--- config.mk ---
export PLATFORM = sky130hd
export DESIGN_NAME = xor_ram_scanner
export DESIGN_NICKNAME = d
export VERILOG_FILES = /design/src/rtl/xor_ram_scanner_pkg.sv /design/src/rtl/xor_ram_scanner.sv
export SDC_FILE = /design/constraint.sdc
export NUM_CORES = 1
export LEC_CHECK = 0
export BUFFER_PORTS_ARGS = -buffer_cell sky130_fd_sc_hd__buf_2
export CAP_MARGIN = 15
export CORE_UTILIZATION = 23
export CTS_BUF_LIST = sky130_fd_sc_hd__clkbuf_4
export DETAILED_ROUTE_END_ITERATION = 7
export PLACE_DENSITY = 0.39
export SLEW_MARGIN = 15
export SYNTH_ARGS = -nofsm -noshare
export SYNTH_HDL_FRONTEND = slang
export SYNTH_SLANG_ARGS = --single-unit
--- constraint.sdc ---
create_clock -name clk -period 6.5 [get_ports clk]
set_clock_uncertainty 0.1 [all_clocks]
set_input_delay 1.3 -clock clk [delete_from_list [all_inputs] [get_ports clk]]
set_output_delay 1.3 -clock clk [all_outputs]
set_load 0.05 [all_outputs]
--- src/rtl/xor_ram_scanner_pkg.sv ---
// Shared types and helpers for the XOR toggle RAM scanner.
// Holds the FSM state encoding and the address-width helper.
package xor_ram_scanner_pkg;

    typedef enum logic [1:0] {
        ST_IDLE = 2'd0,
        ST_SCAN = 2'd1,
        ST_HOLD = 2'd2,
        ST_DONE = 2'd3
    } state_t;

    // Bits needed to address entries 0..depth-1; at least 1 so DEPTH=2 still works.
    function automatic int addr_bits(input int depth);
        int w;
        w = 1;
        while ((1 << w) < depth) begin
            w++;
        end
        return w;
    endfunction

endpackage

--- src/rtl/xor_ram_scanner.sv ---
// Port-B sweep engine for a 1-bit XOR toggle RAM: reports the address of every set bit
// on a valid/ready stream and optionally clears it by toggling.
module xor_ram_scanner
    import xor_ram_scanner_pkg::*;
#(
    parameter int DEPTH      = 512,
    parameter int ADDR_WIDTH = addr_bits(DEPTH)
) (
    input  logic                  clk,
    input  logic                  rst,
    input  logic                  start,
    input  logic                  clear_en,
    input  logic                  abort,
    output logic                  busy,
    output logic                  done,
    output logic [ADDR_WIDTH-1:0] ram_addr,
    output logic                  ram_wr,
    input  logic                  ram_q,
    output logic                  out_valid,
    input  logic                  out_ready,
    output logic [ADDR_WIDTH-1:0] out_addr,
    output logic [ADDR_WIDTH:0]   found_count
);

    localparam logic [ADDR_WIDTH-1:0] LAST_ADDR = ADDR_WIDTH'(DEPTH - 1);

    state_t                state_reg, state_next;
    logic [ADDR_WIDTH-1:0] ptr_reg, ptr_next;
    logic                  clear_q_reg, clear_q_next;
    logic [ADDR_WIDTH:0]   found_count_reg, found_count_next;
    logic                  out_valid_reg, out_valid_next;
    logic [ADDR_WIDTH-1:0] out_addr_reg, out_addr_next;

    always_ff @(posedge clk) begin
        if (rst) begin
            state_reg       <= ST_IDLE;
            ptr_reg         <= '0;
            clear_q_reg     <= 1'b0;
            found_count_reg <= '0;
            out_valid_reg   <= 1'b0;
            out_addr_reg    <= '0;
        end else begin
            state_reg       <= state_next;
            ptr_reg         <= ptr_next;
            clear_q_reg     <= clear_q_next;
            found_count_reg <= found_count_next;
            out_valid_reg   <= out_valid_next;
            out_addr_reg    <= out_addr_next;
        end
    end

    always_comb begin
        state_next       = state_reg;
        ptr_next         = ptr_reg;
        clear_q_next     = clear_q_reg;
        found_count_next = found_count_reg;
        out_valid_next   = out_valid_reg;
        out_addr_next    = out_addr_reg;
        case (state_reg)
            ST_IDLE: begin
                if (start) begin
                    state_next       = ST_SCAN;
                    ptr_next         = '0;
                    found_count_next = '0;
                    clear_q_next     = clear_en;
                end
            end
            ST_SCAN: begin
                if (ram_q) begin
                    state_next     = ST_HOLD;
                    out_valid_next = 1'b1;
                    out_addr_next  = ptr_reg;
                end else if (ptr_reg == LAST_ADDR) begin
                    state_next = ST_DONE;
                    ptr_next   = '0;
                end else begin
                    ptr_next = ptr_reg + 1'b1;
                end
            end
            ST_HOLD: begin
                if (out_valid_reg && out_ready) begin
                    found_count_next = found_count_reg + 1'b1;
                    out_valid_next   = 1'b0;
                    if (ptr_reg == LAST_ADDR) begin
                        state_next = ST_DONE;
                        ptr_next   = '0;
                    end else begin
                        state_next = ST_SCAN;
                        ptr_next   = ptr_reg + 1'b1;
                    end
                end
            end
            ST_DONE: state_next = ST_IDLE;
            default: state_next = ST_IDLE;
        endcase
        // Abort freezes counters where they are so found_count keeps its partial value.
        if (abort && state_reg != ST_IDLE) begin
            state_next       = ST_IDLE;
            ptr_next         = ptr_reg;
            clear_q_next     = clear_q_reg;
            found_count_next = found_count_reg;
            out_valid_next   = 1'b0;
            out_addr_next    = out_addr_reg;
        end
    end

    // Toggle only while the bit still reads 1, so a bit already cleared by port A is not re-set.
    assign ram_wr      = (state_reg == ST_HOLD) & out_ready & clear_q_reg & ram_q & ~abort & ~rst;
    assign ram_addr    = ptr_reg;
    assign busy        = (state_reg != ST_IDLE);
    assign done        = (state_reg == ST_DONE);
    assign out_valid   = out_valid_reg;
    assign out_addr    = out_addr_reg;
    assign found_count = found_count_reg;

endmodule
== Word-level counts from Yosys, hierarchy flattened ==
Index checks and enable logic that the tools add are counted.

* Add/subtract/negate cells: 2
* Equality and inequality tests: 9
* Muxes and demuxes: 17
* Bitwise gates (word level): 8
* Reductions and logical operators: 14

{| class="wikitable"
|+ Operators with widths
! kind !! number
|-
| $mux W9 || 4
|-
| $pmux W9 S3 || 1
|-
| $mux W10 || 2
|-
| $pmux W10 S2 || 1
|-
| $reduce_and A3 Y1 || 4
|-
| $add A10 B1 Y10 const B || 1
|-
| $mux W2 || 5
|-
| $add A9 B1 Y9 const B || 1
|-
| $eq A9 B9 Y1 const B || 1
|-
| $ne A2 B2 Y1 const B || 4
|-
| $pmux W2 S4 || 1
|-
| $reduce_bool A2 Y1 || 3
|-
| $and A1 B1 Y1 || 5
|-
| $reduce_and A5 Y1 || 1
|-
| $eq A2 B2 Y1 const B || 2
|-
| $reduce_and A4 Y1 || 1
|-
| $ne A3 B3 Y1 const B || 1
|-
| $not A1 Y1 || 3
|-
| $reduce_bool A3 Y1 || 1
|-
| $eq A2 B1 Y1 const B || 1
|-
| $logic_and A1 B1 Y1 || 2
|-
| $logic_not A2 Y1 || 1
|-
| $mux W1 || 2
|-
| $pmux W1 S2 || 1
|-
| $reduce_or A2 Y1 || 1
|}

* Register bits: 32
* Bits of input ports: 7
* Output and inout bits: 32
* Word-level logic and storage cells: 56

== Longest topological paths before layout ==
* Depth in word-level cells: 6
* Gate-level depth with buffers: 9
* Mapped depth without buffers: 9

== Worst setup path before layout ==
No wires, ideal clock.

* Path kind: input -> output
* Start point: input port rst
* End point: output port ram_wr
* Arrival time: 2176 ps
* Slack: 2924 ps
* Stages: 3
* Path buffers: 1
* Path through: clkbuf_1 > nor4bb_1 > and3_1

* Longest elaborated chain between the ends: 2

{| class="wikitable"
|+ RTL lines
! element !! line !! RTL
|-
| start: declaration || xor_ram_scanner.sv:10 || <nowiki>input logic rst,</nowiki>
|-
| $not A1 Y1 || xor_ram_scanner.sv:108 || <nowiki>assign ram_wr = (state_reg == ST_HOLD) & out_ready & clear_q_reg & ram_q & ~abort & ~rst;</nowiki>
|-
| $and A1 B1 Y1 || xor_ram_scanner.sv:108 ||
|-
| end: declaration || xor_ram_scanner.sv:17 || <nowiki>output logic ram_wr,</nowiki>
|}

Every way passes these cells.

== Worst setup path after layout ==
Same ends and word-level chain as after synthesis.

==> summary.txt <==
Run status
  – Status: complete, no violations

Power and ir drop
  – Psw: 0.2580 mW
  – Comb power frac: 0.409
  – VDD IR max: 0.07636 mV
  – Total power: 0.5832 mW
  – Sequential power share: 0.393
  – Switching Share: 0.4423
  – Leak: 0.7909 nW
  – Pwr dens: 306.3 mW/mm^2
  – Cell Int Power: 0.3252 mW
  – Clock power frac: 0.197

Setup path
  – Crit Path Class: input port to output port
  – CP arrival: 2.31 ns
  – Critical path startpoint category: input port
  – Reg2Reg Depth: 8
  – Terminus of the critical flop-to-flop path: ram_addr[3]
  – Maximum net fanout on the critical path: 28
  – Worst Path Required: 5.10 ns
  – Worst reg2reg setup slack: 4.03 ns
  – Crit end category: output port
  – R2R Path Start: ram_addr[0]

Synth
  – Synth warn: 0
  – Synth top area cells: dfxtp_1 40%, mux2i_1 6.2%, ha_1 5.5%
  – Post-synth EDFFs: 0
  – Area fraction of the dominant cell type after synthesis: 0.3991
  – Post-Syn Area: 0.001605 sq mm
  – Most common library cells after synthesis: 32 x dfxtp_1, 20 x nor2_1, 17 x a21oi_1
  – Top-count cell post-synth: dfxtp_1
  – Synthesized-area fraction occupied by and/or/nand/nor cells: 0.2806
  – FFs w/ async S/R, synth: 0
  – Largest family of logic cells by synthesized area: simple AND/OR/NAND/NOR gates
  – Mapped Cells: 184
  – Synth Area per Inst: 8.724 sq um
  – Adder-cell share of the synthesized area: 0.05456
  – Main flop type after synthesis: dfxtp_1
  – Leading area contributor after synthesis: dfxtp_1
  – Mux share of post-synthesis cell area: 0.06235
  – #FFs+latches synth: 32
  – Syn_nets: 198
  – Xor/xnor share of the synthesized area: 0.005456
  – Seq/Total Area, Yosys: 0.3991
  – Number of distinct library cells after synthesis: 44
  – Compound-Gate Fraction of Synth Area: 0.1629

Global route
  – GR Util All Layers: 0.1142
  – First-pass GRT wire length: 6.610 mm
  – Grt ovf: 0
  – Pin count of the biggest net entering global routing: 29
  – Vias in the first global route: 1374
  – Antenna violations before repair: 0

Job
  – Max-cap violations: 0

Worst hold path
  – Hold Path End: clear_q_reg
  – Worst hold stages: 2
  – Min-delay src: clear_q_reg
  – Worst min-delay path class: register to register

CTS
  – Post-CTS setup buffers: 0
  – Htree depth: 2
  – Hold buffer count at cts: 0
  – CTS tree: yes
  – CTS sink count: 32
  – Root Driver: clkbuf_4
  – CTS Buf Count: 5
  – Clk_lat worst skew: 0.33 ns
  – Post-cts resize count: 0
  – Clk slew on worst S/H paths: 0.10 ns
  – Clock Tree Buf Depth: 2

Floorplanning
  – Initial Utilization: 0.2376
  – DIE AREA: 0.007318 sq mm
  – Chip Width: 85.55 um
  – Area of the core: 0.006756 sq mm
  – Die span in y: 85.55 um
  – # rows: 30
  – I/O pins: 39

Timing
  – Final setup viols: 0
  – Final period util: 0.5701
  – Final Slew Violations: 0
  – Max-slew headroom: 0.3218
  – Unrepaired setup endpoints after global routing: false
  – Fmax: 269.8 MHz
  – Setup WS post-layout: 2.794 ns
  – Final hold violations: 0
  – Final min period: 3.706 ns
  – Setup tns final: 0 ns
  – Worst Max-Slew Pin Slew: 1.015 ns

Final layout
  – Non-Filler Instances: 302
  – Max reg flops: 10
  – Number of diodes: 0
  – Post-layout nets: 236
  – Share of cells above drive strength 1: 0.2252
  – Fin util: 0.2819
  – Area delta synth->final: 18.63%

Placement
  – IO Port Bufs: 38
  – Post-detail-place hpwl: 2.683 mm
  – Setup WS pre-CTS: 2.771 ns
  – GP Congestion: 0.7326
  – Cells after DPL: 295

Drt
  – Vias after detailed routing: 1469
  – Drt total wl: 3.908 mm
  – DR WL/cell: 12.94 um
  – First DRT Iteration DRCs: 38
  – Post-route antenna net violation count: 0
  – DRT Pass-1 Iters: 4
  – Number of remaining DRC errors: 0
  – Vias/cell: 4.864
## worst max-delay path, stage by stage
cell and delay (ns):
buf_2 0.27, nor4bb_1 0.30, and3_1 0.18, buf_2 0.25
## final cells by class
| cell class | instances | area, sq um |
|---|---|---|
| inverters | 4 | 15.01 |
| repair buffers | 38 | 190.2 |
| clock buffers | 6 | 45.04 |
| fillers | 745 | 4852 |
| flip-flops and latches | 32 | 640.6 |
| clock inverters | 1 | 5.005 |
| multi-input cells | 141 | 908.4 |
| well taps | 80 | 100.1 |
## cell usage in the layout, fill, tap and decap left out, types with 2 or more instances in the layout
master / n
a21oi_1: 17
a31oi_1: 2
a32o_1: 2
and3_1: 5
and4_1: 2
buf_2: 38
clkbuf_4: 6
dfxtp_1: 32
ha_1: 7
inv_1: 4
mux2i_1: 10
nand2_1: 14
nand2b_1: 3
nand3_1: 9
nand4_1: 2
nor2_1: 20
nor2b_1: 5
nor3_1: 4
o21ai_0: 6
o21ai_1: 2
o31ai_1: 3
or3_1: 5
or4_1: 3
## layer usage
metal | global-route usage | up-vias | part of all wire
li1 | - | 751 | -
met1 | 0.1506 | 680 | 0.50
met4 | 0.04091 | 0 | 0.016
met2 | 0.1760 | 32 | 0.44
met3 | 0.03561 | 6 | 0.044
met5 | 0 | - | 0
## kinds of logic after synthesis
group           Yosys count
simple gates             82
compound gates           41
flops                    32
buf+inv                  11
mux                      10
fa+ha+maj                 7
xor+xnor                  1
## how the worst max path moves through the flow
stage / from / to / slack (ns) / depth (start not counted)
final: rst / ram_wr / 2.79 / 4
after global routing: rst / ram_wr / 2.66 / 4
after CTS: rst / ram_wr / 2.77 / 4
after detailed placement: rst / ram_wr / 2.77 / 4
after global placement: rst / ram_wr / 2.80 / 4
after floorplan: rst / ram_wr / 2.92 / 3
## power groups by stage
stage	logic (mW)	registers [mW]	clock network, mW
after floorplan	0.171	0.259	0
after global placement	0.243	0.235	0
after detailed placement	0.241	0.234	0
after CTS	0.242	0.230	0.122
after global routing	0.266	0.233	0.128
final	0.239	0.229	0.115
## metrics by stage
step	hold WS (ns)	area, sq um
after floorplan	0.3319	1605
after global placement	0.3561	1854
after detailed placement	0.3600	1854
after CTS	0.3763	1904
after global routing	0.3906	1904
final	0.3666	1904
Note: power is estimated with default switching activity, not from simulation.
